`src/rtl/rob_recovery_ctrl.sv`:
```
// Reorder-buffer recovery sequencer: on a head mispredict, runs FLUSH -> DRAIN -> REDIRECT.
// Optional performance counters are enabled with `define ROB_RECOVERY_PERF_EN.
module rob_recovery_ctrl #(
    parameter int PC_WIDTH     = 32,
    parameter int DRAIN_CYCLES = 2
) (
    input  logic                clk,
    input  logic                rst,
    input  logic                head_valid,
    input  logic                head_br_mispred,
    input  logic                head_ld_mispred,
    input  logic [PC_WIDTH-1:0] head_pc,
    input  logic [PC_WIDTH-1:0] head_br_target,
    output logic                flush,
    output logic                dispatch_stall,
    output logic                redirect_valid,
    input  logic                redirect_ready,
    output logic [PC_WIDTH-1:0] redirect_pc,
`ifdef ROB_RECOVERY_PERF_EN
    output logic [31:0]         perf_recover_count,
    output logic [31:0]         perf_stall_cycles,
`endif
    output logic                recover_cause
);

    typedef enum logic [1:0] {
        IDLE     = 2'd0,
        FLUSH    = 2'd1,
        DRAIN    = 2'd2,
        REDIRECT = 2'd3
    } state_t;

    localparam logic [3:0] DRAIN_LOAD = 4'(DRAIN_CYCLES - 1);

    state_t     state;
    logic [3:0] drain_cnt;
    logic       trigger;

    assign trigger = head_valid & (head_br_mispred | head_ld_mispred);

    always_ff @(posedge clk) begin
        if (rst) begin
            state         <= IDLE;
            drain_cnt     <= 4'd0;
            redirect_pc   <= '0;
            recover_cause <= 1'b0;
        end else begin
            case (state)
                IDLE: begin
                    if (trigger) begin
                        state         <= FLUSH;
                        // A load is refetched from its own PC; ld wins if both flags set.
                        recover_cause <= head_ld_mispred;
                        redirect_pc   <= head_ld_mispred ? head_pc : head_br_target;
                    end
                end
                FLUSH: begin
                    drain_cnt <= DRAIN_LOAD;
                    state     <= DRAIN;
                end
                DRAIN: begin
                    if (drain_cnt == 4'd0) begin
                        state <= REDIRECT;
                    end else begin
                        drain_cnt <= drain_cnt - 4'd1;
                    end
                end
                REDIRECT: begin
                    if (redirect_ready) begin
                        state <= IDLE;
                    end
                end
                default: state <= IDLE;
            endcase
        end
    end

    // Outputs decode only the state register, so no input reaches them combinationally.
    assign flush          = (state == FLUSH);
    assign dispatch_stall = (state != IDLE);
    assign redirect_valid = (state == REDIRECT);

`ifdef ROB_RECOVERY_PERF_EN
    always_ff @(posedge clk) begin
        if (rst) begin
            perf_recover_count <= 32'd0;
            perf_stall_cycles  <= 32'd0;
        end else begin
            if (flush && (perf_recover_count != 32'hFFFF_FFFF)) begin
                perf_recover_count <= perf_recover_count + 32'd1;
            end
            if (dispatch_stall && (perf_stall_cycles != 32'hFFFF_FFFF)) begin
                perf_stall_cycles <= perf_stall_cycles + 32'd1;
            end
        end
    end
`endif

endmodule
```
`config.mk`:
```
export PLATFORM = sky130hd
export DESIGN_NAME = rob_recovery_ctrl
export DESIGN_NICKNAME = d
export VERILOG_FILES = /design/src/rtl/rob_recovery_ctrl.sv
export SDC_FILE = /design/constraint.sdc
export NUM_CORES = 1
export LEC_CHECK = 0
export CORE_UTILIZATION = 41
export CTS_CLUSTER_SIZE = 14
export DETAILED_ROUTE_END_ITERATION = 8
export GPL_ROUTABILITY_DRIVEN = 0
export GPL_TIMING_DRIVEN = 1
export PLACE_DENSITY = 0.85
export RECOVER_POWER = 25
export SYNTH_ARGS = -nofsm -noshare
export SYNTH_HDL_FRONTEND = slang
export SYNTH_SLANG_ARGS = --single-unit
```
`constraint.sdc`:
```
create_clock -name clk -period 3.89 [get_ports clk]
set_input_delay 0.389 -clock clk [delete_from_list [all_inputs] [get_ports clk]]
set_output_delay 0.389 -clock clk [all_outputs]
set_load 0.01 [all_outputs]
```
==> summary by stage, run 1 <==
Outcome
The run finished with clean final reports.

Global routing
After global routing the overflow that remains totals 0. Entering global routing, the biggest net connects 39 pins. The number of global-route vias before repair was 1719. The layer with the highest usage after global routing is met2. Global routing used 19.06% of the available tracks across all layers. The fraction of met1 tracks used by global routing is 21.45%. The initial antenna violation count came to 0. For this run, global-route usage on met3 was measured as 6.395%. Global routing used 34.30% of the available met2 tracks. The global-route wire length before repair is 7493 um.

Setup path
The depth of the worst register-to-register path is 6. The source of the critical timing path is state[0]. The setup path with the least slack is of type reg2reg. Data arrives at the worst endpoint at 2310 ps. The maximum fanout along the worst path is 38. For the worst setup path, the data required time is 4070 ps. The kind of start point of the critical path is a register.

In this run the critical register-to-register path is launched from state[0]. The worst setup path is captured at a register.

Finish
Compared with the post-synthesis result, the final layout area differs by 60.40%. After the last flow step, the layout net total stands at 366. The area taken by multi-input logic gates is 964.7 um^2.

Summing all flip-flop and latch instances after layout gives 780.7 um^2. The number of filler instances in the final layout is 351. The fraction of layout cells with a size suffix above 1 is 5.172%. The repair_antennas step left the layout with diodes totalling 0. The utilization after layout is 68.68%.

STA
At the pin with the least slew margin, the transition time is 933.9 ps. Across the routed clock network, the largest skew measured is 2.886 ps. The max-slew violation total from the final report is 0. The number of failing hold endpoints at the final stage came to 0. Setup violations remaining at the end of the flow were counted as 0. The worst-case hold slack is 495.4 ps. Setup repair after global routing left no endpoint under its margin. The final setup TNS is 0 ps. The portion of the clock cycle consumed by the worst path in the final layout is 54.84%.

Headroom to the max-slew limit came out at 37.54%. The maximum frequency from static timing analysis is 468.8 MHz. The routed design could run at a clock period as short as 2133 ps. The setup slack after layout is 1757 ps.

Drt
The sum of routed wire length over all layers is 4438 um. The average detailed-routed wire length per instance is 12.98 um. The overall via count from detail_route is 1750. The detail route stage leaves a number of antenna-violating nets equal to 0.

The first-pass iteration count of the detailed router is 4. For this block, the initial DRC count from the detailed router was 81. The remaining routing DRC violations is 0. Using the TritonRoute via totals, the vias-per-cell ratio works out to 5.117.

Synthesis
The dominant combinational cell family by area after synthesis is compound AO/OA/AOI/OAI gates. Of the total synthesized cell area, the portion taken by XOR and XNOR cells is 0%. By area the synthesized netlist is led by dfxtp_1 (42%), mux2i_1 (18%), a211oi_1 (14%). The post-synth net total is 268. The count of mapped cells out of synthesis is 191. The share of synthesized cell area in full adder, half adder and majority cells is 4.698%. The average instance in the mapped netlist occupies 9.761 um^2. The number of distinct library cell variants in the gate-level netlist after synthesis is 26. The post-synthesis compound-gate area fraction is 19.26%. Of the post-synthesis cell area, the dominant cell type holds 41.88%.

The fraction of the yosys area taken by sequential cells is 41.88%. Multiplexer cells account for 18.26% of the synthesized area. The most area-hungry cell type in the Yosys netlist is dfxtp_1. During synthesis, Yosys emitted a total of 0 warnings. The area share of and/or/nand/nor cells after synthesis is 9.530%. The cell area that synthesis handed to floorplanning was 1864 um^2. The synthesized design contains 39 register bits.

Clocking
TritonCTS built the clock tree. The clock net sink count is 39. After clock tree synthesis, the setup repair step added 0 buffers. The maximum root-to-sink buffer count is 2.

The number of hold buffers added after cts is 0. The clock latency reported for the late side of the worst-skew pair is 280 ps. Counting the buffers created by CTS gives 5. The tree is rooted in a clkbuf_8.

The number of instances resized during post-cts repair is 0. Clock-pin slew was measured on the worst setup and hold paths at 80 ps. The maximum level of the CTS H-tree is 2.

Min path
The path class of the tightest hold or removal check is reg2reg. The startpoint identified for the worst hold timing path is redirect_pc[10]. The hold path depth is 2.

Die
The count of standard-cell rows is 24. The floorplan step defined a die boundary enclosing 4821 um^2. The floorplan core area is 4354 um^2. The die is 69.43 um tall. For this design the top-level I/O count stands at 106.

For this configuration, the core starts out at a cell density of 42.82%. The width of the die is 69.43 um.

Power
The sum of internal, switching and leakage power is 1.514 mW. Dividing total power by cell area gives a power density of 506.3 nW/um^2. The maximum vdd ir drop is 0.0002704 V. The standby leakage power is 1.228 nW.

Placed design
The number of buffers added on ports is 105. The setup slack at placement is 1584 ps. The post-DP HPWL is 3280 um.

Job
Max-cap violations in this run came to 0.
-- worst paths after layout --
path	to	slack (ps)
worst max-delay path	redirect_pc[7]	1760
worst min register to register	redirect_pc[10]	500
worst min-delay path	redirect_pc[10]	500
worst max register to register	redirect_pc[7]	1760
-- cells by family (layout without fill, tap and decap cells) --
kind of cell / after synthesis / in the layout
AOI/OAI and AO/OA: 45 / 45
adders and majority gates: 7 / 7
buffers and inverters: 24 / 123
DFF: 39 / 39
muxes: 34 / 34
and+or+nand+nor: 42 / 42
-- final cells by class --
class	count	share of cell area, %
Timing Repair Buffer	108	35.73
Multi-Input combinational cell	128	32.26
Sequential cell	39	26.11
Clock buffer	6	2.427
Tap cell	52	2.176
Inverter	7	0.8787
Clock inverter	2	0.4184
-- placed cells by master, fill, tap and decap left out, types with 2 or more instances in the layout --
master,Yosys,final
inv_1,7,7
clkbuf_8,0,5
clkdlybuf4s50_1,0,86
ha_1,7,7
mux2i_1,34,34
dlygate4sd3_1,0,18
a211oi_1,34,34
nor2_1,34,34
nand2_1,2,2
nor2b_1,2,2
buf_4,3,3
dfxtp_1,39,39
-- synth_stat cells (all sizes together) --
cell and instances:
a211o 1, nand4b 1, a21bo 1, nand2 2
a2111o 1, a211oi 34, dfxtp 39, a41o 1
nor2 34, inv 7, a221oi 1, mux2i 34
or3b 1, a311oi 1, buf 12, o21ai 1
o211a 2, ha 7, nor3 1, a2111oi 1
nor2b 2, a21oi 1, nand3b 1, clkbuf 5
-- worst max-delay path: stages, from the launching register on --
cell and delay, ps:
dfxtp_1 350, inv_1 110, ha_1 250, o211a_2 560, buf_4 440, nor2_1 90
a211oi_1 230
-- per-layer routing --
metal	share of wire (%)	routed length, um	vias to the layer above
met5	0	0	-
met4	1.2	52	0
met1	41	1831	791
met3	7.9	351	7
li1	-	-	888
met2	50	2203	64
-- through the flow --
stage | cells | cell area (um^2)
after floorplan | 191 | 1864
after global placement | 334 | 2905
after detailed placement | 334 | 2905
after CTS | 342 | 2990
after global routing | 342 | 2990
final | 342 | 2990
-- flip-flops by register name, summed over array words and instances (netlist names) --
register	count
drain_cnt	4
redirect_pc	32
state	2
recover_cause	1
-- where the power goes --
part           total (mW)  internal [mW]  leakage (nW)  switching (mW)
combinational       0.689          0.361         0.865           0.328
clock               0.262          0.125        0.0412           0.137
sequential          0.563          0.505         0.321          0.0583
Power figures use the tool's default switching activity.
==> run 2: changes to the inputs <==
--- a/config.mk
+++ b/config.mk
@@ -5,12 +5,12 @@
 export SDC_FILE = /design/constraint.sdc
 export NUM_CORES = 1
 export LEC_CHECK = 0
-export CORE_UTILIZATION = 41
+export CORE_UTILIZATION = 34
 export CTS_CLUSTER_SIZE = 14
 export DETAILED_ROUTE_END_ITERATION = 8
 export GPL_ROUTABILITY_DRIVEN = 0
 export GPL_TIMING_DRIVEN = 1
-export PLACE_DENSITY = 0.85
+export PLACE_DENSITY = 0.76
 export RECOVER_POWER = 25
 export SYNTH_ARGS = -nofsm -noshare
 export SYNTH_HDL_FRONTEND = slang
==> constraint.sdc (replaced) <==
create_clock -name clk -period 1.95 [get_ports clk]
set_input_delay 0.195 -clock clk [delete_from_list [all_inputs] [get_ports clk]]
set_output_delay 0.195 -clock clk [all_outputs]
set_load 0.01 [all_outputs]
==> run 2 against run 1 <==
  * Sequential power increased by 99%
  * Critical path depth decreased by 2
  * Utilization decreased by 9.5 points
  * Final cell count increased by 5.6%
  * Critical path type is now reg2out
==> summary by stage, run 2 (synthesized netlist as in run 1, its figures left out) <==
Outcome
The run finished with clean final reports.

Global routing
The largest net degree at the start of global routing is 66 (+69%). The initial antenna violation count is 0 (unchanged). The number of global-route vias before repair is 1569 (-8.7%). The global-route wire length before repair is 6996 um (-6.6%). The total congestion overflow after global routing is 0 (unchanged). The global-route usage over all layers came to 15.28% (-3.8 points).

Setup path
The critical path is of the reg2out type. The worst path buffer plus inverter count is 3 (+1). The delay of the slowest cell on the worst path is 520 ps (-40 ps). The maximum fanout along the worst path is 4 (-89%). The critical path goes through inv_1 > ha_1 > inv_1 > clkdlybuf4s50_1. The data arrival time of the critical path is 1620 ps (-690 ps). The kind of start point of the critical path is a register. The worst setup path is captured at an output port. The most numerous cell type found on the critical path is inv_1. The required time of the worst setup path was 1750 ps (-2320 ps). The kind of cell adding the most delay to the critical path is buffers and inverters. The slowest stage of the critical path belongs to the cell clkdlybuf4s50_1.

STA
The portion of the clock cycle consumed by the worst path in the final layout is 93.28%. The worst slew slack as a fraction of its limit was 72.73% (+35 points). The shortest clock period the worst path allows after layout is 1819 ps. The number of failing hold endpoints at the final stage is 0 (unchanged). The post-route clock skew is 6.781 ps (+3.896 ps). The setup slack after layout is 131.0 ps (-1626 ps). The number of setup violations in the final report came to 0 (unchanged).

Based on the critical path, the design can be clocked at up to 549.7 MHz. The final setup TNS was 0 ps (unchanged). The slew at the pin with the worst max-slew slack is 398.8 ps (-535.2 ps). Setup repair after global routing left no endpoint under its margin. The max-slew violation total from the final report is 0 (unchanged).

Power
The reported net switching power is 1.034 mW (+98%). The sequential share of power is 35.0% (-2.2 points). The clock group share of total power was 21.5% (+4.2 points). The combinational fraction of design power came to 43.5% (-2.0 points). The maximum vdd ir drop is 0.0003878 V (+43%). The standby leakage power is 1.261 nW (+2.7%). The areal power density over the cells is 1037 nW/um^2 (+100%). The switching fraction of total power was 32.37% (-2.2 points). The internal power came to 2.159 mW (+120%).

Clocking
The register clock-pin slew on the reported worst setup and hold paths was 80 ps (about the same). The number of instances resized during post-cts repair is 0 (unchanged). The number of hold buffers added after cts came to 0 (unchanged). The clock net sink count is 39 (unchanged). The maximum level of the CTS H-tree is 2 (unchanged). TritonCTS built the clock tree. In this run the clock root is driven by a clkbuf_8. The number of setup buffers added after CTS is 0 (unchanged). The clock latency reported for the late side of the worst-skew pair came to 290 ps (about the same). The number of buffers created by CTS is 5 (unchanged). The maximum root-to-sink buffer count is 2 (unchanged).

Min path
The type of the tightest min-delay check is in2reg.

Drt
The first-pass iteration count of the detailed router was 4 (unchanged). The post-detailed-route via-to-cell ratio is 4.715 (-7.9%). The antenna violation net count after detailed routing is 0 (unchanged). The violation count after the first detailed-routing iteration is 18 (-78%). The sum of routed wire length over all layers was 4247 um (-4.3%).

The remaining routing DRC violations is 0 (unchanged). The overall via count from detail_route was 1702 (-2.7%). The average detailed-routed wire length per instance is 11.76 um (-9.3%).

Die
The width of the die was 76.05 um (+9.5%). The initial standard-cell utilization of the core is 35.82% (-7.0 points). The die outline area came to 5784 um^2 (+20%). The die height came to 76.05 um (+9.5%). The floorplan core area is 5205 um^2 (+20%). The number of top-level pins came to 106 (unchanged). The count of standard-cell rows is 26 (+8.3%).

Placed design
The post-DP HPWL is 3215 um (-2.0%). The number of buffers added on ports is 105 (unchanged). The setup slack at placement is 321.4 ps (-1262 ps).

Finish
The number of inserted diodes was 0 (unchanged). The area added between synthesis and finish is 65.10%. The post-layout net count is 367 (+0.27%). The largest registers in the layout are redirect_pc: 32 flops, drain_cnt: 4 flops, state: 2 flops. The largest register by flop count is redirect_pc. The most common cell after layout, fill and taps aside is clkdlybuf4s50_1. In the layout the commonest cells are clkdlybuf4s50_1 (86), dfxtp_1 (39), mux2i_1 (34), nor2_1 (34), a211oi_1 (34). The fraction of layout cells with a size suffix above 1 is 5.842% (+0.67 points).

The utilization after layout is 59.13% (-9.5 points). The number of filler instances in the final layout was 478 (+36%). The number of flip-flops in the largest register is 32 (unchanged).

Job
The number of max-capacitance violations reported came to 0 (unchanged).
[run 2: cell count changes in the layout (fill, tap and decap cells not counted)]
cell	delta
clkinvlp_4	-1
clkbuf_1	-1
buf_12	+2
clkbuf_8	+1
bufinv_16	+1
buf_4	-1
[run 2: stage by stage]
stage                     power [mW]  area [um^2]  cells  hold slack (ps)
after floorplan                1.949         1864    191            428.7
after global placement         2.539         2960    353            471.3
after detailed placement       2.583         2960    353            489.9
after CTS                      3.285         3078    361            483.9
after global routing           3.433         3078    361            515.7
final                          3.193         3078    361            478.8
[run 2: cell type report]
type / count / area, um^2 / area share, %
clock inverters: 2 / 35.03 / 1.138
clock buffers: 6 / 82.58 / 2.683
inverters: 7 / 26.28 / 0.8537
well taps: 70 / 87.58 / 2.846
flip-flops and latches: 39 / 780.7 / 25.37
multi-input cells: 128 / 964.7 / 31.34
repair buffers: 109 / 1101 / 35.77
[run 2: worst reg2reg max path, stage by stage, from the launching register on]
cell and delay, ps:
dfxtp_1 400, inv_1 100, ha_1 340, nor2b_1 300
a211oi_1 100, a311oi_1 340
[run 2: metal layers]
layer  wire [um]  track usage (%)  vias to the layer above  part of all wire [%]
li1            -                -                      889                     -
met1        1717            16.02                      739                    40
met2        2022            26.36                       66                    48
met3         442            7.665                        8                    10
met4          64            5.385                        0                   1.5
met5           0                0                        -                     0
[run 2: power groups by stage]
stage / clock network, mW / logic, mW / registers, mW
CTS: 0.715 / 1.45 / 1.12
detailed placement: 0 / 1.44 / 1.14
global placement: 0 / 1.41 / 1.13
finish: 0.686 / 1.39 / 1.12
floorplan: 0 / 0.736 / 1.21
global route: 0.745 / 1.54 / 1.15
[run 2: worst paths after layout]
| kind | startpoint | to | slack, ps | depth (start not counted) |
|---|---|---|---|---|
| worst max register to register | state[0] | drain_cnt[0] | 260 | 5 |
| worst min-delay path | head_ld_mispred | recover_cause | 480 | 4 |
| worst min register to register | redirect_pc[1] | redirect_pc[1] | 490 | 2 |
| worst max-delay path | state[0] | dispatch_stall | 130 | 4 |
